`src/rtl/cam_capture_ctrl_if.sv`:
```
// Camera capture bundle: software control, raw camera pins and frame-buffer write port.
// slave is the controller's view, master is the driver/observer view.
interface cam_capture_ctrl_if #(
    parameter int ADDR_W = 19,
    parameter int PIX_W  = 16
) ();
    logic              start;
    logic              abort;
    logic              cam_vsync;
    logic              cam_href;
    logic              cam_pclk;
    logic [7:0]        cam_data;
    logic              cam_xclk;
    logic              wr_en;
    logic [ADDR_W-1:0] wr_addr;
    logic [PIX_W-1:0]  wr_data;
    logic              busy;
    logic              done;
    logic              frame_err;
    logic [15:0]       line_cnt;

    modport master (
        output start, abort, cam_vsync, cam_href, cam_pclk, cam_data,
        input  cam_xclk, wr_en, wr_addr, wr_data, busy, done, frame_err, line_cnt
    );

    modport slave (
        input  start, abort, cam_vsync, cam_href, cam_pclk, cam_data,
        output cam_xclk, wr_en, wr_addr, wr_data, busy, done, frame_err, line_cnt
    );
endinterface

```
`src/rtl/cam_capture_ctrl.sv`:
```
// Camera capture: XCLK gen, pin sync, pixel assembly, one frame per start (CAM_DECIMATE_EN: 2x2 decimation).
// Latency: pin edge -> internal pulse 3 clk; wr_en one clk after the last byte's pclk_rise.
// No backpressure: the frame-buffer port accepts every write; pixels past the expected count are dropped.
module cam_capture_ctrl #(
    parameter int H_ACTIVE  = 640,
    parameter int V_ACTIVE  = 480,
    parameter int PIX_BYTES = 2,
    parameter int ADDR_W    = 19,
    parameter int XCLK_DIV  = 2
) (
    input logic             clk,
    input logic             rst,
    cam_capture_ctrl_if.slave cam
);
    localparam int PIX_W = 8 * PIX_BYTES;
    localparam int XW    = (XCLK_DIV > 2) ? $clog2(XCLK_DIV) : 1;
`ifdef CAM_DECIMATE_EN
    localparam int LINE_PIX = H_ACTIVE / 2;
    localparam int EXP      = (H_ACTIVE / 2) * (V_ACTIVE / 2);
`else
    localparam int LINE_PIX = H_ACTIVE;
    localparam int EXP      = H_ACTIVE * V_ACTIVE;
`endif
    // One spare bit so the saturated address can equal 2^ADDR_W.
    localparam logic [ADDR_W:0] EXP_CNT  = (ADDR_W+1)'(EXP);
    localparam logic [ADDR_W:0] ADDR_ONE = (ADDR_W+1)'(1);
    localparam logic [15:0]     LINE_TGT = 16'(LINE_PIX);
    localparam logic            PH_LAST  = 1'(PIX_BYTES - 1);

    typedef enum logic [1:0] {S_IDLE, S_ARM, S_WAIT_SOF, S_CAPTURE} state_t;

    logic [XW-1:0]     xclk_cnt_q;
    logic              xclk_q;
    logic [1:0]        vs_sync_q, hr_sync_q, pc_sync_q;
    logic              vs_prev_q, hr_prev_q, pc_prev_q;
    logic [7:0]        dat_s1_q, dat_s2_q;

    state_t            state_q, state_d;
    logic [ADDR_W:0]   addr_q, addr_d;
    logic              phase_q, phase_d;
    logic [7:0]        hold_q, hold_d;
    logic [15:0]       line_wr_q, line_wr_d;
    logic [15:0]       line_cnt_q, line_cnt_d;
    logic              err_q, err_d;
    logic              done_q, done_d;
    logic              wr_en_q, wr_en_d;
    logic [ADDR_W-1:0] wr_addr_q, wr_addr_d;
    logic [PIX_W-1:0]  wr_data_q, wr_data_d;
    logic [PIX_W-1:0]  pix_next;
    logic              keep;
    logic              line_chk;
`ifdef CAM_DECIMATE_EN
    logic              col_q, col_d;
`endif

    logic vs_lvl, hr_lvl, vs_rise, vs_fall, hr_rise, hr_fall, pc_rise;
    assign vs_lvl  = vs_sync_q[1];
    assign hr_lvl  = hr_sync_q[1];
    assign vs_rise = vs_lvl & ~vs_prev_q;
    assign vs_fall = ~vs_lvl & vs_prev_q;
    assign hr_rise = hr_lvl & ~hr_prev_q;
    assign hr_fall = ~hr_lvl & hr_prev_q;
    assign pc_rise = pc_sync_q[1] & ~pc_prev_q;

    generate
        if (PIX_BYTES == 1) begin : g_pix1
            assign pix_next = dat_s2_q;
        end else begin : g_pix2
            assign pix_next = {hold_q, dat_s2_q};
        end
    endgenerate

    always_ff @(posedge clk or negedge rst) begin
        if (!rst) begin
            xclk_cnt_q <= '0;
            xclk_q     <= 1'b0;
            vs_sync_q  <= '0;
            hr_sync_q  <= '0;
            pc_sync_q  <= '0;
            vs_prev_q  <= 1'b0;
            hr_prev_q  <= 1'b0;
            pc_prev_q  <= 1'b0;
            dat_s1_q   <= '0;
            dat_s2_q   <= '0;
        end else begin
            if (xclk_cnt_q == XW'(XCLK_DIV - 1)) begin
                xclk_cnt_q <= '0;
                xclk_q     <= ~xclk_q;
            end else begin
                xclk_cnt_q <= xclk_cnt_q + XW'(1);
            end
            vs_sync_q <= {vs_sync_q[0], cam.cam_vsync};
            hr_sync_q <= {hr_sync_q[0], cam.cam_href};
            pc_sync_q <= {pc_sync_q[0], cam.cam_pclk};
            vs_prev_q <= vs_sync_q[1];
            hr_prev_q <= hr_sync_q[1];
            pc_prev_q <= pc_sync_q[1];
            dat_s1_q  <= cam.cam_data;
            dat_s2_q  <= dat_s1_q;
        end
    end

    always_ff @(posedge clk or negedge rst) begin
        if (!rst) begin
            state_q    <= S_IDLE;
            addr_q     <= '0;
            phase_q    <= 1'b0;
            hold_q     <= '0;
            line_wr_q  <= '0;
            line_cnt_q <= '0;
            err_q      <= 1'b0;
            done_q     <= 1'b0;
            wr_en_q    <= 1'b0;
            wr_addr_q  <= '0;
            wr_data_q  <= '0;
`ifdef CAM_DECIMATE_EN
            col_q      <= 1'b0;
`endif
        end else begin
            state_q    <= state_d;
            addr_q     <= addr_d;
            phase_q    <= phase_d;
            hold_q     <= hold_d;
            line_wr_q  <= line_wr_d;
            line_cnt_q <= line_cnt_d;
            err_q      <= err_d;
            done_q     <= done_d;
            wr_en_q    <= wr_en_d;
            wr_addr_q  <= wr_addr_d;
            wr_data_q  <= wr_data_d;
`ifdef CAM_DECIMATE_EN
            col_q      <= col_d;
`endif
        end
    end

    always_comb begin
        state_d    = state_q;
        addr_d     = addr_q;
        phase_d    = phase_q;
        hold_d     = hold_q;
        line_wr_d  = line_wr_q;
        line_cnt_d = line_cnt_q;
        err_d      = err_q;
        done_d     = 1'b0;
        wr_en_d    = 1'b0;
        wr_addr_d  = wr_addr_q;
        wr_data_d  = wr_data_q;
`ifdef CAM_DECIMATE_EN
        col_d      = col_q;
        keep       = ~col_q & ~line_cnt_q[0];
        line_chk   = ~line_cnt_q[0];
`else
        keep       = 1'b1;
        line_chk   = 1'b1;
`endif

        if (cam.abort && (state_q != S_IDLE)) begin
            state_d = S_IDLE;
        end else begin
            case (state_q)
                S_IDLE: begin
                    if (cam.start && !cam.abort) begin
                        state_d    = S_ARM;
                        err_d      = 1'b0;
                        line_cnt_d = '0;
                        addr_d     = '0;
                        phase_d    = 1'b0;
                    end
                end
                S_ARM: begin
                    if (vs_lvl) state_d = S_WAIT_SOF;
                end
                S_WAIT_SOF: begin
                    if (vs_fall) state_d = S_CAPTURE;
                end
                S_CAPTURE: begin
                    if (hr_rise) begin
                        phase_d   = 1'b0;
                        line_wr_d = '0;
`ifdef CAM_DECIMATE_EN
                        col_d     = 1'b0;
`endif
                    end
                    if (pc_rise && hr_lvl) begin
                        hold_d  = dat_s2_q;
                        phase_d = (phase_q == PH_LAST) ? 1'b0 : ~phase_q;
                        if (phase_q == PH_LAST) begin
`ifdef CAM_DECIMATE_EN
                            col_d = ~col_q;
`endif
                            if (keep) begin
                                if (addr_q == EXP_CNT) begin
                                    err_d = 1'b1;
                                end else begin
                                    wr_en_d   = 1'b1;
                                    wr_addr_d = addr_q[ADDR_W-1:0];
                                    wr_data_d = pix_next;
                                    addr_d    = addr_q + ADDR_ONE;
                                    line_wr_d = line_wr_q + 16'd1;
                                end
                            end
                        end
                    end
                    if (hr_fall) begin
                        line_cnt_d = line_cnt_q + 16'd1;
                        if (line_chk && (line_wr_q < LINE_TGT)) err_d = 1'b1;
                    end
                    if (vs_rise) begin
                        state_d = S_IDLE;
                        done_d  = 1'b1;
                        if (addr_q != EXP_CNT) err_d = 1'b1;
                    end
                end
                default: state_d = S_IDLE;
            endcase
        end
    end

    assign cam.cam_xclk  = xclk_q;
    assign cam.wr_en     = wr_en_q;
    assign cam.wr_addr   = wr_addr_q;
    assign cam.wr_data   = wr_data_q;
    assign cam.busy      = (state_q != S_IDLE);
    assign cam.done      = done_q;
    assign cam.frame_err = err_q;
    assign cam.line_cnt  = line_cnt_q;
endmodule

```
`src/flat_wrapper.sv`:
```
// flat-port wrapper written by rule: the top's interface ports become plain ports
module cam_capture_ctrl_flat 
#(
    parameter int H_ACTIVE  = 640,
    parameter int V_ACTIVE  = 480,
    parameter int PIX_BYTES = 2,
    parameter int ADDR_W    = 19,
    parameter int XCLK_DIV  = 2
)
  (clk, rst, cam_start, cam_abort, cam_cam_vsync, cam_cam_href, cam_cam_pclk, cam_cam_data, cam_cam_xclk, cam_wr_en, cam_wr_addr, cam_wr_data, cam_busy, cam_done, cam_frame_err, cam_line_cnt);
  cam_capture_ctrl_if #(.ADDR_W(ADDR_W), .PIX_W(16)) cam_i ();
  input logic clk;
  input logic rst;
  input wire logic [$bits(cam_i.start)-1:0] cam_start;
  input wire logic [$bits(cam_i.abort)-1:0] cam_abort;
  input wire logic [$bits(cam_i.cam_vsync)-1:0] cam_cam_vsync;
  input wire logic [$bits(cam_i.cam_href)-1:0] cam_cam_href;
  input wire logic [$bits(cam_i.cam_pclk)-1:0] cam_cam_pclk;
  input wire logic [$bits(cam_i.cam_data)-1:0] cam_cam_data;
  output wire logic [$bits(cam_i.cam_xclk)-1:0] cam_cam_xclk;
  output wire logic [$bits(cam_i.wr_en)-1:0] cam_wr_en;
  output wire logic [$bits(cam_i.wr_addr)-1:0] cam_wr_addr;
  output wire logic [$bits(cam_i.wr_data)-1:0] cam_wr_data;
  output wire logic [$bits(cam_i.busy)-1:0] cam_busy;
  output wire logic [$bits(cam_i.done)-1:0] cam_done;
  output wire logic [$bits(cam_i.frame_err)-1:0] cam_frame_err;
  output wire logic [$bits(cam_i.line_cnt)-1:0] cam_line_cnt;
  assign cam_i.start = cam_start;
  assign cam_i.abort = cam_abort;
  assign cam_i.cam_vsync = cam_cam_vsync;
  assign cam_i.cam_href = cam_cam_href;
  assign cam_i.cam_pclk = cam_cam_pclk;
  assign cam_i.cam_data = cam_cam_data;
  assign cam_cam_xclk = cam_i.cam_xclk;
  assign cam_wr_en = cam_i.wr_en;
  assign cam_wr_addr = cam_i.wr_addr;
  assign cam_wr_data = cam_i.wr_data;
  assign cam_busy = cam_i.busy;
  assign cam_done = cam_i.done;
  assign cam_frame_err = cam_i.frame_err;
  assign cam_line_cnt = cam_i.line_cnt;
  cam_capture_ctrl #(.H_ACTIVE(H_ACTIVE), .V_ACTIVE(V_ACTIVE), .PIX_BYTES(PIX_BYTES), .ADDR_W(ADDR_W), .XCLK_DIV(XCLK_DIV)) u_core (.clk(clk), .rst(rst), .cam(cam_i));
endmodule
```
`config.mk`:
```
export PLATFORM = sky130hd
export DESIGN_NAME = cam_capture_ctrl_flat
export DESIGN_NICKNAME = d
export VERILOG_FILES = /design/src/rtl/cam_capture_ctrl_if.sv /design/src/rtl/cam_capture_ctrl.sv /design/src/flat_wrapper.sv
export SDC_FILE = /design/constraint.sdc
export NUM_CORES = 1
export LEC_CHECK = 0
export CAP_MARGIN = 30
export CORE_ASPECT_RATIO = 1.25
export CORE_MARGIN = 4
export CORE_UTILIZATION = 45
export DETAILED_ROUTE_END_ITERATION = 8
export HOLD_SLACK_MARGIN = 0.05
export PLACE_DENSITY = 0.67
export SLEW_MARGIN = 5
export SYNTH_ARGS = -nofsm -noshare
export SYNTH_HDL_FRONTEND = slang
export SYNTH_SLANG_ARGS = --single-unit
```
`constraint.sdc`:
```
create_clock -name clk -period 5.45 [get_ports clk]
set_clock_uncertainty 0.05 [all_clocks]
set_input_delay 1.09 -clock clk [delete_from_list [all_inputs] [get_ports clk]]
set_output_delay 1.09 -clock clk [all_outputs]
set_load 0.05 [all_outputs]
```
==> results of run 1 <==
==> per-stage QoR <==
stage / area, um2 / cells / setup WS, ps / hold slack [ps]
floorplan: 5712 / 561 / 3046 / 281.2
global placement: 6531 / 777 / 1948 / 282.7
detailed placement: 6566 / 779 / 1820 / 284.7
CTS: 7148 / 811 / 2144 / 297.2
global route: 7148 / 811 / 2061 / 302.2
finish: 7148 / 811 / 2161 / 296.0
==> cell families after synthesis <==
family          Yosys count  synth area share (%)
compound gates           97                 12.01
fa+ha+maj                 8                 1.753
flops                   128                 56.08
xor+xnor                 12                 1.840
mux                      11                 2.147
buf+inv                  43                 3.461
simple gates            262                 22.72
==> flip-flops by register name (all words and copies together) (netlist names), 2 cells and up <==
name                 cells
u_core.hr_sync_q         2
u_core.hold_q            8
u_core.cam.wr_addr      19
u_core.cam.line_cnt     16
u_core.cam.wr_data      16
u_core.state_q           2
u_core.line_wr_q        16
u_core.vs_sync_q         2
u_core.addr_q           20
u_core.pc_sync_q         2
u_core.dat_s2_q          8
u_core.dat_s1_q          8
==> per-layer routing <==
metal,up-vias,routed length [um],global-route usage (%)
met3,13,617,4.911
met4,0,187,6.456
met5,-,0,0
met2,115,5998,29.45
li1,2145,-,-
met1,2163,5644,24.46
==> critical path: stages (launching register included) <==
cell             delay, ps
dfrtp_1                400
inv_1                   80
ha_1                   290
inv_1                  150
clkdlybuf4s50_1        820
==> final timing paths <==
check	slack, ps	from	cells after the start	end
setup / recovery	2160	u_core.state_q[0]	4	cam_busy
hold / removal	300	u_core.pc_sync_q[0]	0	u_core.pc_sync_q[1]
setup reg to reg	2530	u_core.state_q[0]	8	u_core.line_wr_q[11]
hold reg to reg	300	u_core.pc_sync_q[0]	0	u_core.pc_sync_q[1]
max in group asynchronous	3550	rst	3	u_core.cam.wr_addr[9]
min in group asynchronous	570	rst	1	u_core.dat_s1_q[5]
==> final cells by class <==
class                   instances  area [um2]
fillers                      1093        5126
flip-flops and latches        128        3203
multi-input cells             390        2320
repair buffers                 75       755.7
clock buffers                  19       442.9
well taps                     164       205.2
clock inverters                13       138.9
inverters                      22       82.58
==> synthesized netlist by cell type (all sizes together) (2+ instances only) <==
master / number
nand2: 123
a31o: 3
nand3: 25
o311ai: 2
o31ai: 12
ha: 8
or2: 2
nor3b: 2
xor2: 2
dfrtp: 128
and2: 4
nor2b: 5
inv: 22
a21oi: 24
nor4: 7
a221o: 4
or3: 8
o21ai: 22
and3: 12
or4: 9
nand2b: 5
o21a: 4
a211oi: 2
clkbuf: 6
and4: 3
a211o: 7
nand4: 10
mux2: 10
o221ai: 2
o211ai: 2
buf: 15
nor4b: 2
xnor2: 10
nor3: 14
nor2: 28
a41oi: 3
==> where the power goes <==
group / switching (W) / internal [W]
clock: 0.000412 / 0.000685
combinational: 0.000239 / 0.000129
sequential: 0.0000518 / 0.00101
==> flow_metrics.py, run 1 <==
metrics = {
    "worst_setup_path": {
        "cp-end-kind": "output pin",
        "critPathLaunchType": "flop",
        "critPathMaxFanout": 8,
        "worstPathArrival_ps": 2150,
        "critPathKind": "reg2out",
        "required_ps": 4310,
    },
    "power_and_ir_drop": {
        "leakagePower_nw": 3.223,
        "p_total_w": 0.002531,
        "ir_drop_v": 0.0002139,
        "powerDensity_nw_per_um2": 354.1,
    },
    "cts": {
        "cts_setup_buffers": 0,
        "clk_latency_ps": 410,
        "ctsHoldBuffers": 0,
        "cts_resized": 0,
        "cts-buffers-inserted": 17,
        "ctsHtreeMaxLevel": 4,
        "clock_path_buffers": 2,
        "cts_tree": "built",
        "clkSlewWorstSetupHoldPaths_ps": 50,
        "cts_root_buf": "clkbuf_16",
        "numClockSinks": 128,
    },
    "grt": {
        "grt.overflow.total": 0,
        "grt_pass1_vias": 4529,
        "antenna_found_initial": 0,
        "grt_max_degree": 51,
        "grt_usage_pct": 18.51,
        "grt_pass1_wl_um": 21520,
    },
    "final_layout": {
        "fin_util_pct": 58.24,
        "nets": 657,
        "layout_common_cells": "dfrtp_1, nand2_1, clkdlybuf4s50_1",
        "drive_gt1_share_pct": 9.583,
        "mostFrequentLayoutCell": "dfrtp_1",
        "num_antenna_cells": 0,
        "synthToLayoutAreaGrowth_pct": 25.15,
    },
    "detailed_routing": {
        "ant_nets": 0,
        "drt-vias-per-instance": 5.470,
        "detail_route.wl_per_cell_um": 15.35,
        "firstDrtPassIters": 4,
        "vias": 4436,
        "drc": 0,
        "wl_um": 12450,
        "drtIter0Drc": 210,
    },
    "yosys": {
        "ys_warn_count": 0,
        "seq_area_frac_synth_pct": 56.08,
        "avgSynthCellArea_um2": 10.18,
        "yosys.area.top_type_share_pct": 56.08,
        "yosys-top-cells-area": "dfrtp_1, nand2_1, a21oi_1",
        "synth_cells": 561,
        "ys_seq_elements": 128,
        "yosysUniqueCellTypes": 70,
        "synth_edf_count": 0,
        "synthArstFlopShare_pct": 100.0,
        "netlist_area_um2": 5712,
        "synthFlopType": "dfrtp_1",
        "yosys.area.top_type": "dfrtp_1",
        "synth_nets": 584,
    },
    "die": {
        "die_w_um": 108.8,
        "num_io_pins": 71,
        "dieArea_um2": 14570,
        "coreArea_um2": 12270,
        "rows": 45,
        "die-height_um": 134.0,
        "start_util_pct": 46.53,
    },
    "timing": {
        "fin_crit_sh_pct": 60.35,
        "finalMaxSlewViolations": 0,
        "tightestPinTransition_ps": 1013,
        "setup_viol": 0,
        "rsz0062_at_grt": "false",
        "max_slew_margin_pct": 32.19,
        "hold_viol_final": 0,
        "fin_crit_ps": 3289,
        "tns_ps": 0,
        "max_freq_ghz": 0.3041,
    },
    "placement": {
        "dpl.hpwl_um": 8485,
        "portBuffers": 70,
        "gp_congestion": 0.8223,
    },
    "job": {
        "max_cap_viol_count": 0,
    },
    "min_path": {
        "hp-class": "reg2reg",
    },
    "status": {
        "outcome": "completed",
    },
}
(Power assumes the default switching activity.)
==> run 2: changes to the inputs <==
==> constraint.sdc (replaced) <==
create_clock -name clk -period 3.1 [get_ports clk]
set_clock_uncertainty 0.05 [all_clocks]
set_input_delay 0.62 -clock clk [delete_from_list [all_inputs] [get_ports clk]]
set_output_delay 0.62 -clock clk [all_outputs]
set_load 0.05 [all_outputs]
==> run 2 against run 1 <==
  * Register-to-register slack got worse by 2000 ps
  * Sequential cell count did not move
  * First-iteration DRC count rose by 10%
  * Core utilization rose by 0.15 points
  * Non-clock buffer count rose by 1
  * Die area did not move
  * Clock power rose by 80%
  * Worst hold slack got worse by 200 ps
  * Global-route usage rose by 0.11 points
  * Combinational power rose by 76%
  * Critical path depth did not move
  * Cell count did not move
==> flow_metrics.py, run 2 (synthesis gave the netlist of run 1 again) <==
metrics = {
    "grt": {
        "grt_max_degree": 96,
        "antenna_found_initial": 0,
        "grt_pass1_wl_um": 21310,
        "grt_pass1_vias": 4473,
        "grt_usage_pct": 18.62,
        "grt.overflow.total": 0,
    },
    "detailed_routing": {
        "vias": 4429,
        "ant_nets": 0,
        "firstDrtPassIters": 5,
        "wl_um": 12650,
        "drtIter0Drc": 232,
        "detail_route.wl_per_cell_um": 15.60,
        "drc": 0,
        "drt-vias-per-instance": 5.461,
    },
    "cts": {
        "cts_tree": "built",
        "cts-buffers-inserted": 17,
        "clk_latency_ps": 420,
        "ctsHoldBuffers": 0,
        "numClockSinks": 128,
        "clkSlewWorstSetupHoldPaths_ps": 60,
        "ctsHtreeMaxLevel": 4,
        "cts_setup_buffers": 0,
        "clock_path_buffers": 2,
        "cts_root_buf": "clkbuf_16",
        "cts_resized": 0,
    },
    "timing": {
        "max_slew_margin_pct": 30.30,
        "fin_crit_sh_pct": 91.46,
        "max_freq_ghz": 0.3527,
        "fin_crit_ps": 2835,
        "rsz0062_at_grt": "false",
        "tightestPinTransition_ps": 1039,
        "tns_ps": 0,
        "hold_viol_final": 0,
        "setup_viol": 0,
        "finalMaxSlewViolations": 0,
    },
    "die": {
        "dieArea_um2": 14570,
        "die_w_um": 108.8,
        "start_util_pct": 46.53,
        "coreArea_um2": 12270,
        "num_io_pins": 71,
        "die-height_um": 134.0,
        "rows": 45,
    },
    "placement": {
        "portBuffers": 70,
        "dpl.hpwl_um": 8582,
        "gp_congestion": 0.8068,
        "post-place-cells": 780,
    },
    "final_layout": {
        "mostFrequentLayoutCell": "dfrtp_1",
        "regMostFlops": "u_core.addr_q",
        "fin_cells": 811,
        "synthToLayoutAreaGrowth_pct": 25.48,
        "layout_common_cells": "dfrtp_1, nand2_1, clkdlybuf4s50_1",
        "fill_cells": 1095,
        "fin_util_pct": 58.39,
        "drive_gt1_share_pct": 9.274,
        "num_antenna_cells": 0,
        "largest_reg_flops": 20,
        "nets": 658,
    },
    "worst_setup_path": {
        "critPathLaunchType": "flop",
        "cp-end-kind": "output pin",
        "required_ps": 2430,
        "critPathKind": "reg2out",
        "ff2ff_setup_slack_ps": 490,
        "r2r_cells": 5,
        "r2r-start": "u_core.state_q[0]",
        "worstPathArrival_ps": 2170,
        "reg2reg_to": "u_core.hold_q[1]",
        "critPathMaxFanout": 8,
    },
    "min_path": {
        "hp-class": "in2async",
    },
    "power_and_ir_drop": {
        "leakagePower_nw": 3.228,
        "ir_drop_v": 0.0003700,
        "powerDensity_nw_per_um2": 628.0,
    },
    "status": {
        "outcome": "completed",
    },
    "job": {
        "max_cap_viol_count": 0,
    },
}
run 2: cell types whose count changed in the layout (fill, tap and decap cells not counted), sizes merged:
cell,previous run,this run
clkbuf,19,21
inv,23,22
clkinv,8,5
bufinv,2,3
buf,6,7
run 2: through the flow:
stage                     power [W]  cell area [um2]  hold slack (ps)  setup slack, ps
after detailed placement   0.002551             6579            284.7            411.7
final                      0.004501             7167            95.09            264.8
after global routing       0.004684             7167            123.3            181.5
after global placement     0.002527             6579            283.9            447.1
after floorplan            0.002327             5712            274.4            854.0
after CTS                  0.004544             7167            95.26            251.8
run 2: layout make-up:
type | instances | area, um2 | share of cell area [%]
repair buffers | 76 | 768.2 | 10.72
well taps | 164 | 205.2 | 2.863
clock buffers | 21 | 450.4 | 6.285
flip-flops and latches | 128 | 3203 | 44.69
inverters | 22 | 82.58 | 1.152
multi-input cells | 390 | 2320 | 32.37
clock inverters | 10 | 137.6 | 1.920
run 2: worst max path at each step:
stage,end,cells past startpoint,slack (ps),start
5_1_grt,cam_busy,4,180,u_core.state_q[0]
3_5_place_dp,u_core.addr_q[13],6,410,cam_abort
4_1_cts,cam_busy,4,250,u_core.state_q[0]
6_report,cam_busy,4,260,u_core.state_q[0]
3_3_place_gp,u_core.addr_q[14],6,450,cam_abort
2_1_floorplan,u_core.cam.wr_addr[10],11,850,u_core.state_q[0]
run 2: where the power goes:
part	switching (W)	total, W	leakage, nW	internal (W)
sequential	0.0000926	0.00188	1.71	0.00178
combinational	0.000423	0.000648	1.23	0.000225
clock	0.000700	0.00198	0.283	0.00128
total	0.00121	0.00450	3.23	0.00329
run 2: routing by layer:
metal | up-vias | GRT usage [%] | wire, um
met5 | - | 0 | 0
met4 | 0 | 8.351 | 263
met3 | 26 | 4.815 | 658
met2 | 104 | 29.97 | 6124
met1 | 2175 | 23.52 | 5602
li1 | 2124 | - | -
run 2: critical path, cell delays in order, from the launching register on:
cell	delay [ps]
dfrtp_1	390
inv_1	90
ha_1	300
inv_1	150
clkdlybuf4s50_1	820
==> run 3: changes to the inputs <==
--- a/config.mk
+++ b/config.mk
@@ -5,13 +5,14 @@
 export SDC_FILE = /design/constraint.sdc
 export NUM_CORES = 1
 export LEC_CHECK = 0
-export CAP_MARGIN = 30
+export ABC_AREA = 0
+export CAP_MARGIN = 20
 export CORE_ASPECT_RATIO = 1.25
 export CORE_MARGIN = 4
 export CORE_UTILIZATION = 45
 export DETAILED_ROUTE_END_ITERATION = 8
 export HOLD_SLACK_MARGIN = 0.05
-export PLACE_DENSITY = 0.67
+export PLACE_DENSITY = 0.72
 export SLEW_MARGIN = 5
 export SYNTH_ARGS = -nofsm -noshare
 export SYNTH_HDL_FRONTEND = slang
==> run 3 against run 2 <==
  * Wire length rose by 0.74%
  * Core utilization about the same
  * Sequential share of layout area hardly changed
  * Sequential cell count unchanged
  * Cell area about the same
  * Total power fell by 0.28%
  * First-iteration DRC count rose by 6.9%
  * Cell count is 0.25% higher
  * Clock-buffer cell count increased by 1
  * Clock power is essentially flat
  * Largest cell class unchanged
  * Largest power group unchanged
==> flow_metrics.py, run 3 (synthesis gave the netlist of run 1 again) <==
metrics = {
    "worst_setup_path": {
        "critPathKind": "reg2out",
        "worstPathArrival_ps": 2150,
        "r2r-start": "u_core.state_q[0]",
        "required_ps": 2430,
        "critPathMaxFanout": 8,
        "cp-end-kind": "output pin",
        "crit_start": "u_core.state_q[0]",
        "critPathLaunchType": "flop",
    },
    "power_and_ir_drop": {
        "p_switching_w": 0.001232,
        "clockPowerShare_pct": 43.4,
        "intPower_w": 0.003256,
        "seq_power_share_pct": 41.8,
        "powerDensity_nw_per_um2": 626.6,
        "pwr-share-comb_pct": 14.8,
        "leakagePower_nw": 3.233,
        "ir_drop_v": 0.0004400,
        "netSwitchingFraction_pct": 27.45,
    },
    "grt": {
        "antenna_found_initial": 0,
        "grt_pass1_wl_um": 21550,
        "grt.overflow.total": 0,
        "grt_pass1_vias": 4602,
        "grt_max_degree": 75,
        "grt_usage_pct": 18.76,
    },
    "cts": {
        "cts_tree": "built",
        "clk_latency_ps": 420,
        "clock_path_buffers": 2,
        "cts_root_buf": "clkbuf_16",
        "cts_setup_buffers": 0,
        "ctsHoldBuffers": 0,
        "cts_resized": 0,
        "ctsHtreeMaxLevel": 4,
        "cts-buffers-inserted": 17,
        "numClockSinks": 128,
        "clkSlewWorstSetupHoldPaths_ps": 50,
    },
    "die": {
        "die-height_um": 134.0,
        "coreArea_um2": 12270,
        "die_w_um": 108.8,
        "start_util_pct": 46.53,
        "rows": 45,
        "dieArea_um2": 14570,
        "num_io_pins": 71,
    },
    "timing": {
        "max_freq_ghz": 0.3547,
        "max_slew_margin_pct": 53.92,
        "fin_crit_ps": 2819,
        "holdWs_ps": 52.29,
        "tightestPinTransition_ps": 691.2,
        "tns_ps": 0,
        "hold_viol_final": 0,
        "fin_crit_sh_pct": 90.95,
        "finalMaxSlewViolations": 0,
        "setup_viol": 0,
        "rsz0062_at_grt": "false",
    },
    "placement": {
        "dpl.hpwl_um": 8572,
        "portBuffers": 70,
        "gp_congestion": 0.8089,
    },
    "min_path": {
        "hp-class": "in2async",
    },
    "detailed_routing": {
        "drt-vias-per-instance": 5.535,
        "firstDrtPassIters": 5,
        "detail_route.wl_per_cell_um": 15.67,
        "vias": 4500,
        "drtIter0Drc": 248,
        "wl_um": 12740,
        "drc": 0,
        "ant_nets": 0,
    },
    "status": {
        "outcome": "completed",
    },
    "final_layout": {
        "drive_gt1_share_pct": 9.707,
        "largest_reg_flops": 20,
        "layout_common_cells": "dfrtp_1, nand2_1, clkdlybuf4s50_1",
        "nets": 660,
        "regMostFlops": "u_core.addr_q",
        "fill_cells": 1074,
        "mostFrequentLayoutCell": "dfrtp_1",
        "synthToLayoutAreaGrowth_pct": 25.41,
        "num_antenna_cells": 0,
    },
    "job": {
        "max_cap_viol_count": 0,
    },
}
-- run 3: power groups by stage --
stage	sequential (W)	combinational, W	clock [W]
6_report	0.00188	0.000662	0.00195
5_1_grt	0.00189	0.000728	0.00206
4_1_cts	0.00188	0.000661	0.00198
3_5_place_dp	0.00190	0.000654	0
3_3_place_gp	0.00189	0.000632	0
2_1_floorplan	0.00195	0.000382	0
-- run 3: cell type report --
cell class,count,area (um2),area share (%)
clock buffers,22,474.2,6.620
repair buffers,78,770.7,10.76
flip-flops and latches,128,3203,44.72
multi-input cells,390,2320,32.38
well taps,164,205.2,2.865
clock inverters,9,107.6,1.502
inverters,22,82.58,1.153
-- run 3: critical path, stage by stage (launching register included) --
cell             delay, ps
dfrtp_1                390
inv_1                   80
ha_1                   290
inv_1                  150
clkdlybuf4s50_1        820
-- run 3: final timing paths --
kind                                   endpoint  slack (ps)  depth (start not counted)
min reg2reg                  u_core.dat_s2_q[7]         300                          0
min                            u_core.hold_q[7]          50                          1
min in group clk             u_core.dat_s2_q[7]         300                          0
max                                    cam_busy         280                          4
max in group asynchronous  u_core.line_wr_q[12]        2240                          2
max reg2reg                    u_core.hold_q[2]         500                          5
-- run 3: per-stage QoR --
stage / setup slack, ps / instance area, um2 / utilization [%] / cells / total power [W]
final: 280.6 / 7163 / 58.36 / 813 / 0.004488
after global routing: 179.5 / 7163 / 58.36 / 813 / 0.004677
after CTS: 253.5 / 7156 / 58.30 / 812 / 0.004520
after detailed placement: 410.2 / 6574 / 53.56 / 781 / 0.002557
after global placement: 459.4 / 6574 / 53.56 / 781 / 0.002523
after floorplan: 854.0 / 5712 / - / 561 / 0.002327
-- run 3: metal layers --
layer	global-route usage [%]	wire length [um]	vias up
met5	0	0	-
met4	9.684	301	0
met3	5.104	715	28
met2	29.52	6154	127
met1	23.58	5571	2208
li1	-	-	2137
